`config.mk`:
```
export PLATFORM = sky130hd
export DESIGN_NAME = myriadrf_tx_stream
export DESIGN_NICKNAME = d
export VERILOG_FILES = /design/src/rtl/myriadrf_pkg.sv /design/src/rtl/myriadrf_sync_fifo.sv /design/src/rtl/myriadrf_tx_stream.sv
export SDC_FILE = /design/constraint.sdc
export NUM_CORES = 1
export LEC_CHECK = 0
export CAP_MARGIN = 15
export CORE_MARGIN = 8
export CORE_UTILIZATION = 58
export CTS_CLUSTER_DIAMETER = 150
export CTS_CLUSTER_SIZE = 10
export DETAILED_ROUTE_END_ITERATION = 10
export PLACE_DENSITY = 0.87
export REMOVE_ABC_BUFFERS = 1
export SYNTH_ARGS = -nofsm -noshare
export SYNTH_HDL_FRONTEND = slang
export SYNTH_SLANG_ARGS = --single-unit
```
`constraint.sdc`:
```
create_clock -name clk -period 5.5 [get_ports clk]
set_input_delay 0.55 -clock clk [delete_from_list [all_inputs] [get_ports clk]]
set_output_delay 0.55 -clock clk [all_outputs]
set_load 0.05 [all_outputs]
```
`src/rtl/myriadrf_pkg.sv`:
```
// Shared constants and helpers for the MyriadRF LMS6002D TX stream interface.
package myriadrf_pkg;

    localparam logic [1:0] ST_IDLE = 2'd0;
    localparam logic [1:0] ST_I    = 2'd1;
    localparam logic [1:0] ST_Q    = 2'd2;

    localparam int DEFAULT_DW = 12;

    function automatic logic [15:0] sat_inc16(input logic [15:0] v);
        return (v == 16'hFFFF) ? v : v + 16'd1;
    endfunction

endpackage

```
`src/rtl/myriadrf_sync_fifo.sv`:
```
// Single-clock show-ahead FIFO with extra-bit pointers; level = wr_ptr - rd_ptr.
module myriadrf_sync_fifo #(
    parameter int DW = 24,
    parameter int AW = 4
) (
    input  logic          clk,
    input  logic          rst_n,
    input  logic          wr_en,
    input  logic [DW-1:0] wr_data,
    input  logic          rd_en,
    output logic [DW-1:0] rd_data,
    output logic          full,
    output logic          empty,
    output logic [AW:0]   level
);

    localparam logic [AW:0] DEPTH = {1'b1, {AW{1'b0}}};
    localparam logic [AW:0] ONE   = {{AW{1'b0}}, 1'b1};

    logic [DW-1:0] mem_r [0:(1<<AW)-1];
    logic [AW:0]   wr_ptr_r;
    logic [AW:0]   rd_ptr_r;
    logic          do_wr_s;
    logic          do_rd_s;

    assign level   = wr_ptr_r - rd_ptr_r;
    assign full    = (level == DEPTH);
    assign empty   = (level == {(AW+1){1'b0}});
    assign do_wr_s = wr_en & ~full;
    assign do_rd_s = rd_en & ~empty;
    assign rd_data = mem_r[rd_ptr_r[AW-1:0]];

    // Pointer update; writes into a full FIFO and reads from an empty one are dropped.
    always_ff @(posedge clk) begin
        if (!rst_n) begin
            wr_ptr_r <= {(AW+1){1'b0}};
            rd_ptr_r <= {(AW+1){1'b0}};
        end else begin
            if (do_wr_s) wr_ptr_r <= wr_ptr_r + ONE;
            if (do_rd_s) rd_ptr_r <= rd_ptr_r + ONE;
        end
    end

    // Storage array; contents need no reset since pointers define validity.
    always_ff @(posedge clk) begin
        if (do_wr_s) mem_r[wr_ptr_r[AW-1:0]] <= wr_data;
    end

endmodule

```
`src/rtl/myriadrf_tx_stream.sv`:
```
// LMS6002D TX interface: buffers {I,Q} pairs and serialises them I-then-Q onto txd with txiqsel.
module myriadrf_tx_stream
    import myriadrf_pkg::*;
#(
    parameter int   DW            = DEFAULT_DW,
    parameter int   FIFO_AW       = 4,
    parameter logic IQSEL_I       = 1'b0,
    parameter logic UNDERRUN_ZERO = 1'b1
) (
    input  logic              clk,
    input  logic              rst_n,
    input  logic              en,
    input  logic              iq_swap,
    input  logic [2*DW-1:0]   s_data_i,
    input  logic              s_valid_i,
    output logic              s_ready_o,
    output logic [DW-1:0]     txd,
    output logic              txiqsel,
    output logic [FIFO_AW:0]  fifo_level,
    output logic              underrun,
    input  logic              underrun_clr,
    output logic [15:0]       underrun_cnt
);

    logic [1:0]      state_r;
    logic [DW-1:0]   txd_r;
    logic            txiqsel_r;
    logic [DW-1:0]   second_r;
    logic [2*DW-1:0] last_r;
    logic            underrun_r;
    logic [15:0]     underrun_cnt_r;

    logic [2*DW-1:0] fifo_data_s;
    logic            fifo_full_s;
    logic            fifo_empty_s;
    logic            pop_s;
    logic            under_s;
    logic [2*DW-1:0] pair_s;
    logic [DW-1:0]   first_s;
    logic [DW-1:0]   second_s;

    myriadrf_sync_fifo #(.DW(2*DW), .AW(FIFO_AW)) u_fifo (
        .clk     (clk),
        .rst_n   (rst_n),
        .wr_en   (s_valid_i),
        .wr_data (s_data_i),
        .rd_en   (pop_s),
        .rd_data (fifo_data_s),
        .full    (fifo_full_s),
        .empty   (fifo_empty_s),
        .level   (fifo_level)
    );

    assign s_ready_o    = ~fifo_full_s;
    assign pop_s        = (state_r == ST_I);
    assign under_s      = (state_r == ST_I) & fifo_empty_s;
    assign txd          = txd_r;
    assign txiqsel      = txiqsel_r;
    assign underrun     = underrun_r;
    assign underrun_cnt = underrun_cnt_r;

    // Select the pair for the next S_I slot and order its words by iq_swap.
    always_comb begin
        pair_s = last_r;
        if (!fifo_empty_s) begin
            pair_s = fifo_data_s;
        end else if (UNDERRUN_ZERO) begin
            pair_s = {(2*DW){1'b0}};
        end else begin
            pair_s = last_r;
        end
        if (iq_swap) begin
            first_s  = pair_s[DW-1:0];
            second_s = pair_s[2*DW-1:DW];
        end else begin
            first_s  = pair_s[2*DW-1:DW];
            second_s = pair_s[DW-1:0];
        end
    end

    // Framing FSM: state names the slot driven at the next edge; pairs are never split.
    always_ff @(posedge clk) begin
        if (!rst_n) begin
            state_r   <= ST_IDLE;
            txd_r     <= {DW{1'b0}};
            txiqsel_r <= IQSEL_I;
            second_r  <= {DW{1'b0}};
            last_r    <= {(2*DW){1'b0}};
        end else begin
            case (state_r)
                ST_IDLE: begin
                    txd_r     <= {DW{1'b0}};
                    txiqsel_r <= IQSEL_I;
                    state_r   <= en ? ST_I : ST_IDLE;
                end
                ST_I: begin
                    txd_r     <= first_s;
                    txiqsel_r <= IQSEL_I;
                    second_r  <= second_s;
                    last_r    <= pair_s;
                    state_r   <= ST_Q;
                end
                ST_Q: begin
                    txd_r     <= second_r;
                    txiqsel_r <= ~IQSEL_I;
                    state_r   <= en ? ST_I : ST_IDLE;
                end
                default: begin
                    txd_r     <= {DW{1'b0}};
                    txiqsel_r <= IQSEL_I;
                    state_r   <= ST_IDLE;
                end
            endcase
        end
    end

    // Sticky underrun flag and saturating counter; a clear wins over a same-cycle event.
    always_ff @(posedge clk) begin
        if (!rst_n) begin
            underrun_r     <= 1'b0;
            underrun_cnt_r <= 16'd0;
        end else if (underrun_clr) begin
            underrun_r     <= 1'b0;
            underrun_cnt_r <= 16'd0;
        end else if (under_s) begin
            underrun_r     <= 1'b1;
            underrun_cnt_r <= sat_inc16(underrun_cnt_r);
        end else begin
            underrun_r     <= underrun_r;
            underrun_cnt_r <= underrun_cnt_r;
        end
    end

endmodule

```
; ---- Word level (Yosys, flattened, before mapping)
; Memory sizes are Yosys's and may differ from the RTL's. A register that Yosys moved wholly into a read port is not among the register bits.
; Cells that the tools add are included.
[totals]
input_bits = 30
output_inout_bits = 36
reg_bits = 54
ramBits = 384
word_cells = 40
memories = 1
[op_classes]
n_reduce_logical = 5
n_addsub = 4
n_bitwise = 7
muxes = 11
n_eq_ne = 4
[mem_list]
columns = memory, depth, width, rd, rd_clocked_by_memory_dff, write_ports, line
row1 = u_fifo.mem_r, 16, 24, 1, 1, 1, myriadrf_sync_fifo.sv:20  ; logic [DW-1:0] mem_r [0:(1<<AW)-1];
[ops]
columns = cell, count
row1 = 2-to-1 mux 12 bit, 2
row2 = 2-to-1 mux 24 bit, 1
row3 = one-hot mux 12 bit (2 select lines), 1
row4 = adder 16 x 1 -> 16 bit (second input constant), 1
row5 = == test 16 bit (second input constant), 1
row6 = adder 5 x 1 -> 5 bit (second input constant), 2
row7 = 2-to-1 mux 4 bit, 2
row8 = == test 5 bit (second input constant), 1
row9 = zero test 5 bit, 1
row10 = subtractor 5 bit, 1
row11 = 2-to-1 mux 1 bit, 4
row12 = inverter 1 bit, 4
row13 = one-hot mux 2 bit (2 select lines), 1
row14 = OR reduction 2 bit, 2
row15 = bitwise AND 1 bit, 3
row16 = == test 2 x 1 -> 1 bit (second input constant), 1
row17 = == test 2 bit (second input constant), 1
row18 = zero test 2 bit, 1
row19 = AND reduction 2 bit, 1

; ---- Longest topological paths before layout
; Gate-level depths: netlist of run 1.
[logic_depth]
depth_word = 6
mapped_depth = 11
ltp_nobuf = 9

; ---- Hierarchy
; From an unflattened synthesis of run 1, not the netlist that was laid out.
[hier_totals]
cells_unflattened = 898
hier_area_um2 = 17509.3
[by_module_without_submodules]
columns = module, seq_area_each_um2, instances, area_per_inst_um2, cells_each
row1 = myriadrf_sync_fifo, 11811.3, 1, 15373.5, 646
row2 = myriadrf_tx_stream, 880.8, 1, 2135.8, 252

; ---- Worst setup path before layout of run 1
; Ideal clock, no wire load.
[synth_path]
path_kind = register to register
from = reg u_fifo.wr_ptr_r[0]
to = mem u_fifo.mem_r[3][0], enable pin
period_less_slack_ns = 5.312
t_required_ns = 5.034
setup_time_ns = 0.466
slack_ns = 0.188
stages_incl_launch_ff = 9
n_path_buf = 0
t_arrival_ns = 4.846
path_cell_list = dfxtp_1 -> inv_1 -> ha_1 -> fa_1 -> xnor2_1 -> nor3_2 -> o211ai_1 -> a211oi_2 -> nor4_1
[synth_via]
elab_chain_cells = 6
[synth_rtl]
columns = element, line
row1 = start: declaration, myriadrf_sync_fifo.sv:21  ; logic [AW:0] wr_ptr_r;
row2 = start signal: assignment, myriadrf_sync_fifo.sv:36  ; wr_ptr_r <= {(AW+1){1'b0}};
row3 = start signal: assignment, myriadrf_sync_fifo.sv:39  ; if (do_wr_s) wr_ptr_r <= wr_ptr_r + ONE;
row4 = subtractor 5 bit, myriadrf_sync_fifo.sv:26  ; assign level = wr_ptr_r - rd_ptr_r;
row5 = via fifo_level[2], myriadrf_tx_stream.sv:19  ; output logic [FIFO_AW:0] fifo_level,
row6 = == test 5 bit, myriadrf_sync_fifo.sv:27  ; assign full = (level == DEPTH);
row7 = inverter 1 bit, myriadrf_sync_fifo.sv:29  ; assign do_wr_s = wr_en & ~full;
row8 = bitwise AND 1 bit, myriadrf_sync_fifo.sv:29
row9 = 2-to-1 mux 1 bit, myriadrf_sync_fifo.sv:46  ; if (do_wr_s) mem_r[wr_ptr_r[AW-1:0]] <= wr_data;
row10 = 2-to-1 mux 1 bit (implied by the code), myriadrf_sync_fifo.sv:46
row11 = end: declaration, myriadrf_sync_fifo.sv:20
; The timed path passes the listed nets, and every way through them passes these cells.

; ---- Worst setup path in the final report of run 1
[layout_path]
from = reg u_fifo.wr_ptr_r[0]
to = out s_ready_o
[layout_via]
elab_chain_cells = 3
[layout_rtl]
columns = element, line
row1 = subtractor 5 bit, myriadrf_sync_fifo.sv:26
row2 = == test 5 bit, myriadrf_sync_fifo.sv:27
row3 = inverter 1 bit, myriadrf_tx_stream.sv:54  ; assign s_ready_o = ~fifo_full_s;
row4 = end: declaration, myriadrf_tx_stream.sv:16  ; output logic s_ready_o,
; No other way between the ends.

==> implementation parameters, run 1 <==
Parameter                              Value

Route
  Wl on met1    15200 um
  DRC marker count from the first detailed-route iteration    1168
  Vias per std cell    6.68
  Residual antenna-violating net count after detailed routing    0
  TritonRoute pass-1 iters    5
  Via total after detailed routing    9565
  DRC violation count after routing    0
  Total wirelength of the detailed-routed design    40500 um
  Routed length per instance    28.3 um
  Max layer used    met4
  Met3 wirelength from detailed routing    3260 um
  Routed wl met2    20300 um

STA
  Total of endpoints with negative setup slack in the final report    0
  Hold violation total from the final report    0
  Headroom to the max-slew limit    0.279
  Final cycle utilization of the critical path    0.822
  Peak Freq    221 MHz
  Post-route setup TNS    0 ns
  Final period demand of the worst path    4.52 ns
  Setup repair after global routing missed its margin    no
  Transition time of the tightest slew-check pin    1.08 ns
  Max-slew violation count    0
  Worst clock skew    0.0280 ns
  Worst setup slack after layout    0.980 ns

Clock tree
  CTS max path bufs    3
  Post-cts sizing count    0
  Reg clk slew, reported paths    0.05 ns
  Worst skew pair latency    0.56 ns
  CTS tree    done
  Sink count of the clock tree    442
  Total clock buffers created by CTS    50
  Number of buffers inserted by hold repair at cts    0
  CTS H-Tree Depth    2
  Clk Tree Root Cell    sky130_fd_sc_hd__clkbuf_16
  Post-CTS Setup Repair Bufs    0

Global route
  Antenna violations before repair    0
  Global-route wire length before repair    60700 um
  Number of global-route vias before repair    10128
  Total GRT Usage    0.223
  Total grt overflow    0
  Pin count of the biggest net entering global routing    72

Placement
  Global placement routability congestion    0.778
  Setup slack at placement    1.46 ns
  Number of buffers added on ports    65
  Detailed-placement wirelength estimate    21200 um

Floorplan
  Die area    0.0359 sq mm
  Horizontal extent of the die    190 um
  Effective utilization at floorplan    0.589
  Boundary Pins    66
  Core outline area    0.0296 sq mm
  Row cnt    63
  Die Y-Extent    190 um

Min path
  Min-delay worst type    flip-flop to flip-flop

Synth
  Mapped cell area    0.0175 sq mm
  Dominant synthesized flop cell    sky130_fd_sc_hd__edfxtp_1
  Share of the yosys chip area belonging to registers    0.727
  Synthesized area per cell    19.1 sq um
  Compound-gate portion of the synthesized area    0.0513
  Xor-xnor portion of the synthesized cell area    0.00150
  Warnings from Yosys    0
  Post-synth top area share    0.660
  Number of flops mapped to enable cells by yosys    384
  Largest cells by area after synthesis    sky130_fd_sc_hd__edfxtp_1, sky130_fd_sc_hd__mux4_2, sky130_fd_sc_hd__dfxtp_1
  Simple-gate area share of the yosys netlist    0.0378
  Cells after Synth    912
  Share of flip-flops with an asynchronous set or reset    0
  Arithmetic-cell share of the synthesized area counting full adders, half adders and majority gates    0.0112
  Combinational family with the most area after synthesis    multiplexers
  Number of distinct library cell variants in the gate-level netlist after synthesis    42
  Yosys reg bits    442
  Fraction of synthesized area in multiplexers    0.156
  Library cell occupying the most area in the post-synthesis netlist    sky130_fd_sc_hd__edfxtp_1

Power and ir drop
  Clock power frac    0.402
  PwrDens    366 mW/mm^2
  Combinational fraction of design power    0.085
  Sw Pwr    1.66 mW
  Flop pwr share    0.513
  Leak Pwr    6.23 nW
  Fraction of power spent switching nets    0.227
  Internal power summed over all cells    5.68 mW
  Worst voltage drop across the vdd grid    0.399 mV

Finish
  Most used cells in the layout excluding fill and tap cells    sky130_fd_sc_hd__edfxtp_1, sky130_fd_sc_hd__mux4_2, sky130_fd_sc_hd__clkdlybuf4s50_1
  Ratio of cells with drive above 1 in the final layout    0.181
  Number of nets at the end of the flow    1046
  Fin util    0.676
  Area Overhead vs Synth    14.8%
  Most common cell after layout, fill and taps aside    sky130_fd_sc_hd__edfxtp_1
  Number of diodes    0

Worst setup path
  Gate family responsible for the most delay along the worst path    buffers and inverters
  Worst path cell trace    inv_1 > ha_1 > fa_1 > xnor2_1 > nor3_2 > or4b_4 > a211oi_2 > inv_1 > clkdlybuf4s50_1
  Endpoint type of the worst setup path    output pin
  Setup slack of the most critical reg-to-reg path    1.41 ns
  Crit Path Category    flip-flop to output pin
  Number of buffers and inverters on the critical path    3
  Worst reg2reg endpoint    u_fifo.mem_r[2][7]$_DFFE_PP_
  Library cell contributing the largest single delay on the critical path    sky130_fd_sc_hd__clkdlybuf4s50_1
  Launching point of the worst reg2reg path    u_fifo.wr_ptr_r[0]$_SDFFE_PN0P_
  Cell depth of the worst setup path    9
  Max Fanout on Critical Path    9
  CP max stage delay    0.72 ns
  Arr. time, crit path    3.97 ns
  Worst setup path endpoint    s_ready_o
  Crit start category    flip-flop
  Required time at the worst-slack endpoint    4.95 ns
  Critical path launch point    u_fifo.wr_ptr_r[0]$_SDFFE_PN0P_
  Library cell appearing most often on the critical path    sky130_fd_sc_hd__inv_1
  Count of cells along the worst register-to-register path    10

Run status
  Status    complete, no violations

Flow run
  Max Cap Violations    0
[Yosys cell counts (all sizes together), types with 2 or more instances]
library cell	count
nor2b	9
xnor2	2
nand2b	4
or3	9
o21ai	10
buf	13
ha	14
inv	12
o21a	2
a21boi	4
mux4	96
dfxtp	58
a32o	24
edfxtp	384
a21oi	13
o31ai	6
nor2	12
nand4	11
and2	8
nand3	7
a22oi	48
nand2	21
a211oi	2
and3	18
clkbuf	41
mux2i	56
o211ai	3
a31oi	3
nor4	3
nor3	5
or4	7
[final cells by class]
type	instances	area, sq um
clock buffers	88	1390
well taps	390	488
multi-input cells	404	4520
repair buffers	91	861
flip-flops and latches	442	12700
inverters	12	45.0
fillers	1824	9590
clock inverters	4	42.5
[per-stage QoR]
step	power, mW	instance area [sq um]	hold WS [ns]	instances
finish	7.34	20000	0.478	1431
global route	7.55	20000	0.482	1431
CTS	7.37	20000	0.475	1429
detailed placement	4.44	18600	0.459	1337
global placement	4.41	18600	0.448	1337
floorplan	4.25	17200	0.442	858
[worst min-delay path by stage]
stage / start / slack (ns) / to / cells after the start
floorplan: second_r[0]$_SDFFE_PN0P_ / 0.44 / second_r[0]$_SDFFE_PN0P_ / 1
global placement: second_r[6]$_SDFFE_PN0P_ / 0.45 / second_r[6]$_SDFFE_PN0P_ / 1
detailed placement: second_r[8]$_SDFFE_PN0P_ / 0.46 / second_r[8]$_SDFFE_PN0P_ / 1
CTS: second_r[10]$_SDFFE_PN0P_ / 0.48 / second_r[10]$_SDFFE_PN0P_ / 1
global route: second_r[10]$_SDFFE_PN0P_ / 0.48 / second_r[10]$_SDFFE_PN0P_ / 1
finish: second_r[10]$_SDFFE_PN0P_ / 0.48 / second_r[10]$_SDFFE_PN0P_ / 1
[worst register-to-register path: cells and delay by family, from the launching register on]
| kind | cells | cell delay, ns |
|---|---|---|
| AO/OA/AOI/OAI | 3 | 0.66 |
| adder cells (fa/ha/maj) | 2 | 0.64 |
| buffers and inverters | 2 | 0.56 |
| flip-flops | 1 | 0.40 |
| AND/OR/NAND/NOR | 3 | 1.49 |
[cell families (layout without fill, tap and decap cells)]
| kind of cell | after synthesis | in the layout |
|---|---|---|
| buffers and inverters | 66 | 195 |
| muxes | 152 | 152 |
| and+or+nand+nor | 117 | 117 |
| DFF | 442 | 442 |
| AOI/OAI and AO/OA | 117 | 117 |
| xor gates and xnor gates | 3 | 3 |
| adders and majority gates | 15 | 15 |
[state kept, by name (all words and copies together), names as in the netlist, named ones only]
register         flops
u_fifo.mem_r       384
txiqsel              1
txd                 12
second_r            12
underrun             1
underrun_cnt        16
u_fifo.wr_ptr_r      5
u_fifo.rd_ptr_r      5
state_r              2
[metal layers]
layer  track usage  vias up
met2         0.373      591
met1         0.277     4876
met5             0        -
li1              -     3973
met3        0.0486      125
met4        0.0989        0
[power groups by stage]
stage | clock network, mW | logic (mW) | registers (mW)
2_1_floorplan | 0 | 0.394 | 3.85
3_3_place_gp | 0 | 0.579 | 3.83
3_5_place_dp | 0 | 0.602 | 3.84
4_1_cts | 2.98 | 0.618 | 3.77
5_1_grt | 3.11 | 0.659 | 3.78
6_report | 2.95 | 0.622 | 3.77
Note: power is estimated with default switching activity, not from simulation.
==> run 2, diff against run 1 <==
- clock period: 5.5 -> 4.4 ns (I/O delays scaled with it)
==> run 2 against run 1 <==
Against the previous run: cell area up 0.64%; via count up 1.1%; worst setup slack worse by 0.74 ns; clock power rose by 29%.
==> implementation parameters, run 2 (synthesized netlist as in run 1, its figures left out) <==
Parameter                              Value

Global route
  Global-route wire length before repair    61800 um
  Number of global-route vias before repair    10166
  Antenna violations before repair    0
  Total GRT Usage    0.228
  Pin count of the biggest net entering global routing    44
  Total grt overflow    0

Power and ir drop
  Sw Pwr    2.10 mW
  Internal power summed over all cells    7.21 mW
  Combinational fraction of design power    0.085
  Fraction of power spent switching nets    0.226
  Clock power frac    0.410
  Worst voltage drop across the vdd grid    0.384 mV
  Flop pwr share    0.505
  PwrDens    462 mW/mm^2
  Leak Pwr    6.30 nW
  Pwr Total    9.32 mW

Route
  Vias per std cell    6.72
  Routed length per instance    28.7 um
  Routed wl met2    20700 um
  Residual antenna-violating net count after detailed routing    0
  Met3 wirelength from detailed routing    3240 um
  Total wirelength of the detailed-routed design    41300 um
  TritonRoute pass-1 iters    5
  Wl on met1    15500 um
  Max layer used    met4
  DRC violation count after routing    0
  Via total after detailed routing    9671
  DRC marker count from the first detailed-route iteration    1178

Worst setup path
  CP max stage delay    0.69 ns
  Number of buffers and inverters on the critical path    5
  Launching point of the worst reg2reg path    u_fifo.wr_ptr_r[0]$_SDFFE_PN0P_
  Arr. time, crit path    3.72 ns
  Endpoint type of the worst setup path    output pin
  Worst reg2reg endpoint    u_fifo.mem_r[6][12]$_DFFE_PP_
  Library cell appearing most often on the critical path    sky130_fd_sc_hd__inv_1
  Crit start category    flip-flop
  Setup slack of the most critical reg-to-reg path    0.47 ns
  Required time at the worst-slack endpoint    3.96 ns
  Gate family responsible for the most delay along the worst path    buffers and inverters
  Crit Path Category    flip-flop to output pin
  Max Fanout on Critical Path    9
  Count of cells along the worst register-to-register path    11
  Worst path cell trace    inv_1 > ha_1 > fa_1 > inv_1 > nor3_2 > or4b_4 > a211oi_2 > buf_4 > inv_1 > clkdlybuf4s50_1
  Library cell contributing the largest single delay on the critical path    sky130_fd_sc_hd__clkdlybuf4s50_1

STA
  Peak Freq    240 MHz
  Final cycle utilization of the critical path    0.946
  Setup repair after global routing missed its margin    no
  Headroom to the max-slew limit    0.306
  Transition time of the tightest slew-check pin    1.04 ns
  Total of endpoints with negative setup slack in the final report    0
  Post-route setup TNS    0 ns
  Final period demand of the worst path    4.16 ns
  Max-slew violation count    0
  Hold slack final    0.486 ns
  Hold violation total from the final report    0
  Worst clock skew    0.0127 ns

Finish
  Flip-flop count of the largest register after layout    384
  Number of nets at the end of the flow    1053
  Number of diodes    0
  Most common cell after layout, fill and taps aside    sky130_fd_sc_hd__edfxtp_1
  Ratio of cells with drive above 1 in the final layout    0.186
  Fin util    0.681
  Most used cells in the layout excluding fill and tap cells    sky130_fd_sc_hd__edfxtp_1, sky130_fd_sc_hd__mux4_2, sky130_fd_sc_hd__clkdlybuf4s50_1
  Area Overhead vs Synth    15.6%

Min path
  Hold Path Sink    second_r[6]$_SDFFE_PN0P_
  Worst hold path stage count    1
  Min-delay worst type    flip-flop to flip-flop
  Source of the worst hold timing path    second_r[6]$_SDFFE_PN0P_

Floorplan
  Row cnt    63
  Die area    0.0359 sq mm
  Core outline area    0.0296 sq mm
  Horizontal extent of the die    190 um
  Die Y-Extent    190 um
  Boundary Pins    66
  Effective utilization at floorplan    0.589

Flow run
  Max Cap Violations    0

Clock tree
  Sink count of the clock tree    442
  Total clock buffers created by CTS    50
  Clk Tree Root Cell    sky130_fd_sc_hd__clkbuf_16
  CTS H-Tree Depth    2
  Post-CTS Setup Repair Bufs    0
  Number of buffers inserted by hold repair at cts    0
  CTS tree    done
  Post-cts sizing count    0
  Worst skew pair latency    0.55 ns
  CTS max path bufs    3
  Reg clk slew, reported paths    0.06 ns

Placement
  Detailed-placement wirelength estimate    21800 um
  Global placement routability congestion    0.807
  Number of buffers added on ports    65

Run status
  Status    complete, no violations
## run 2: worst max path at each step
stage | cells past startpoint | slack [ns] | start | end
floorplan | 4 | -0.98 | flip-flop | second_r[10]$_SDFFE_PN0P_
global placement | 11 | 0.79 | u_fifo.wr_ptr_r[0]$_SDFFE_PN0P_ | u_fifo.mem_r[6][18]$_DFFE_PP_
detailed placement | 11 | 0.49 | u_fifo.wr_ptr_r[0]$_SDFFE_PN0P_ | u_fifo.mem_r[6][10]$_DFFE_PP_
CTS | 10 | 0.23 | u_fifo.wr_ptr_r[0]$_SDFFE_PN0P_ | s_ready_o
global route | 11 | 0.09 | u_fifo.wr_ptr_r[0]$_SDFFE_PN0P_ | u_fifo.mem_r[6][18]$_DFFE_PP_
finish | 10 | 0.24 | u_fifo.wr_ptr_r[0]$_SDFFE_PN0P_ | s_ready_o
## run 2: power by group through the flow
| stage | Sequential (mW) | Combinational [mW] | Clock (mW) |
|---|---|---|---|
| floorplan | 4.81 | 0.492 | 0 |
| detailed placement | 4.79 | 0.762 | 0 |
| global placement | 4.78 | 0.736 | 0 |
| global route | 4.71 | 0.843 | 4.02 |
| CTS | 4.71 | 0.788 | 3.84 |
| finish | 4.71 | 0.794 | 3.81 |
## run 2: metal layers
layer,vias up,global-route usage
met5,-,0
met4,0,0.103
met3,136,0.0416
met2,563,0.382
met1,4984,0.288
li1,3988,-
## run 2: worst reg2reg max path, cell delays in order (launching register included)
cell	delay, ns
sky130_fd_sc_hd__dfxtp_1	0.40
sky130_fd_sc_hd__inv_1	0.12
sky130_fd_sc_hd__ha_1	0.23
sky130_fd_sc_hd__fa_1	0.41
sky130_fd_sc_hd__nor2b_1	0.13
sky130_fd_sc_hd__o21ai_0	0.10
sky130_fd_sc_hd__a21oi_1	0.37
sky130_fd_sc_hd__a211oi_2	0.08
sky130_fd_sc_hd__buf_4	0.19
sky130_fd_sc_hd__nor2b_1	0.63
sky130_fd_sc_hd__and3_1	0.66
sky130_fd_sc_hd__buf_4	0.31
## run 2: metrics by stage
step	cell area, sq um	instances	setup WS (ns)
after floorplan	17200	858	-0.976
after global placement	18600	1342	0.786
after detailed placement	18600	1342	0.493
after CTS	20100	1436	0.230
after global routing	20200	1440	0.0853
final	20200	1440	0.237
## run 2: final cells by class
cell class / count / area [sq um]
fillers: 1829 / 9460
repair buffers: 98 / 941
flip-flops and latches: 442 / 12700
multi-input cells: 404 / 4520
inverters: 12 / 45.0
clock inverters: 1 / 8.76
well taps: 390 / 488
clock buffers: 93 / 1480
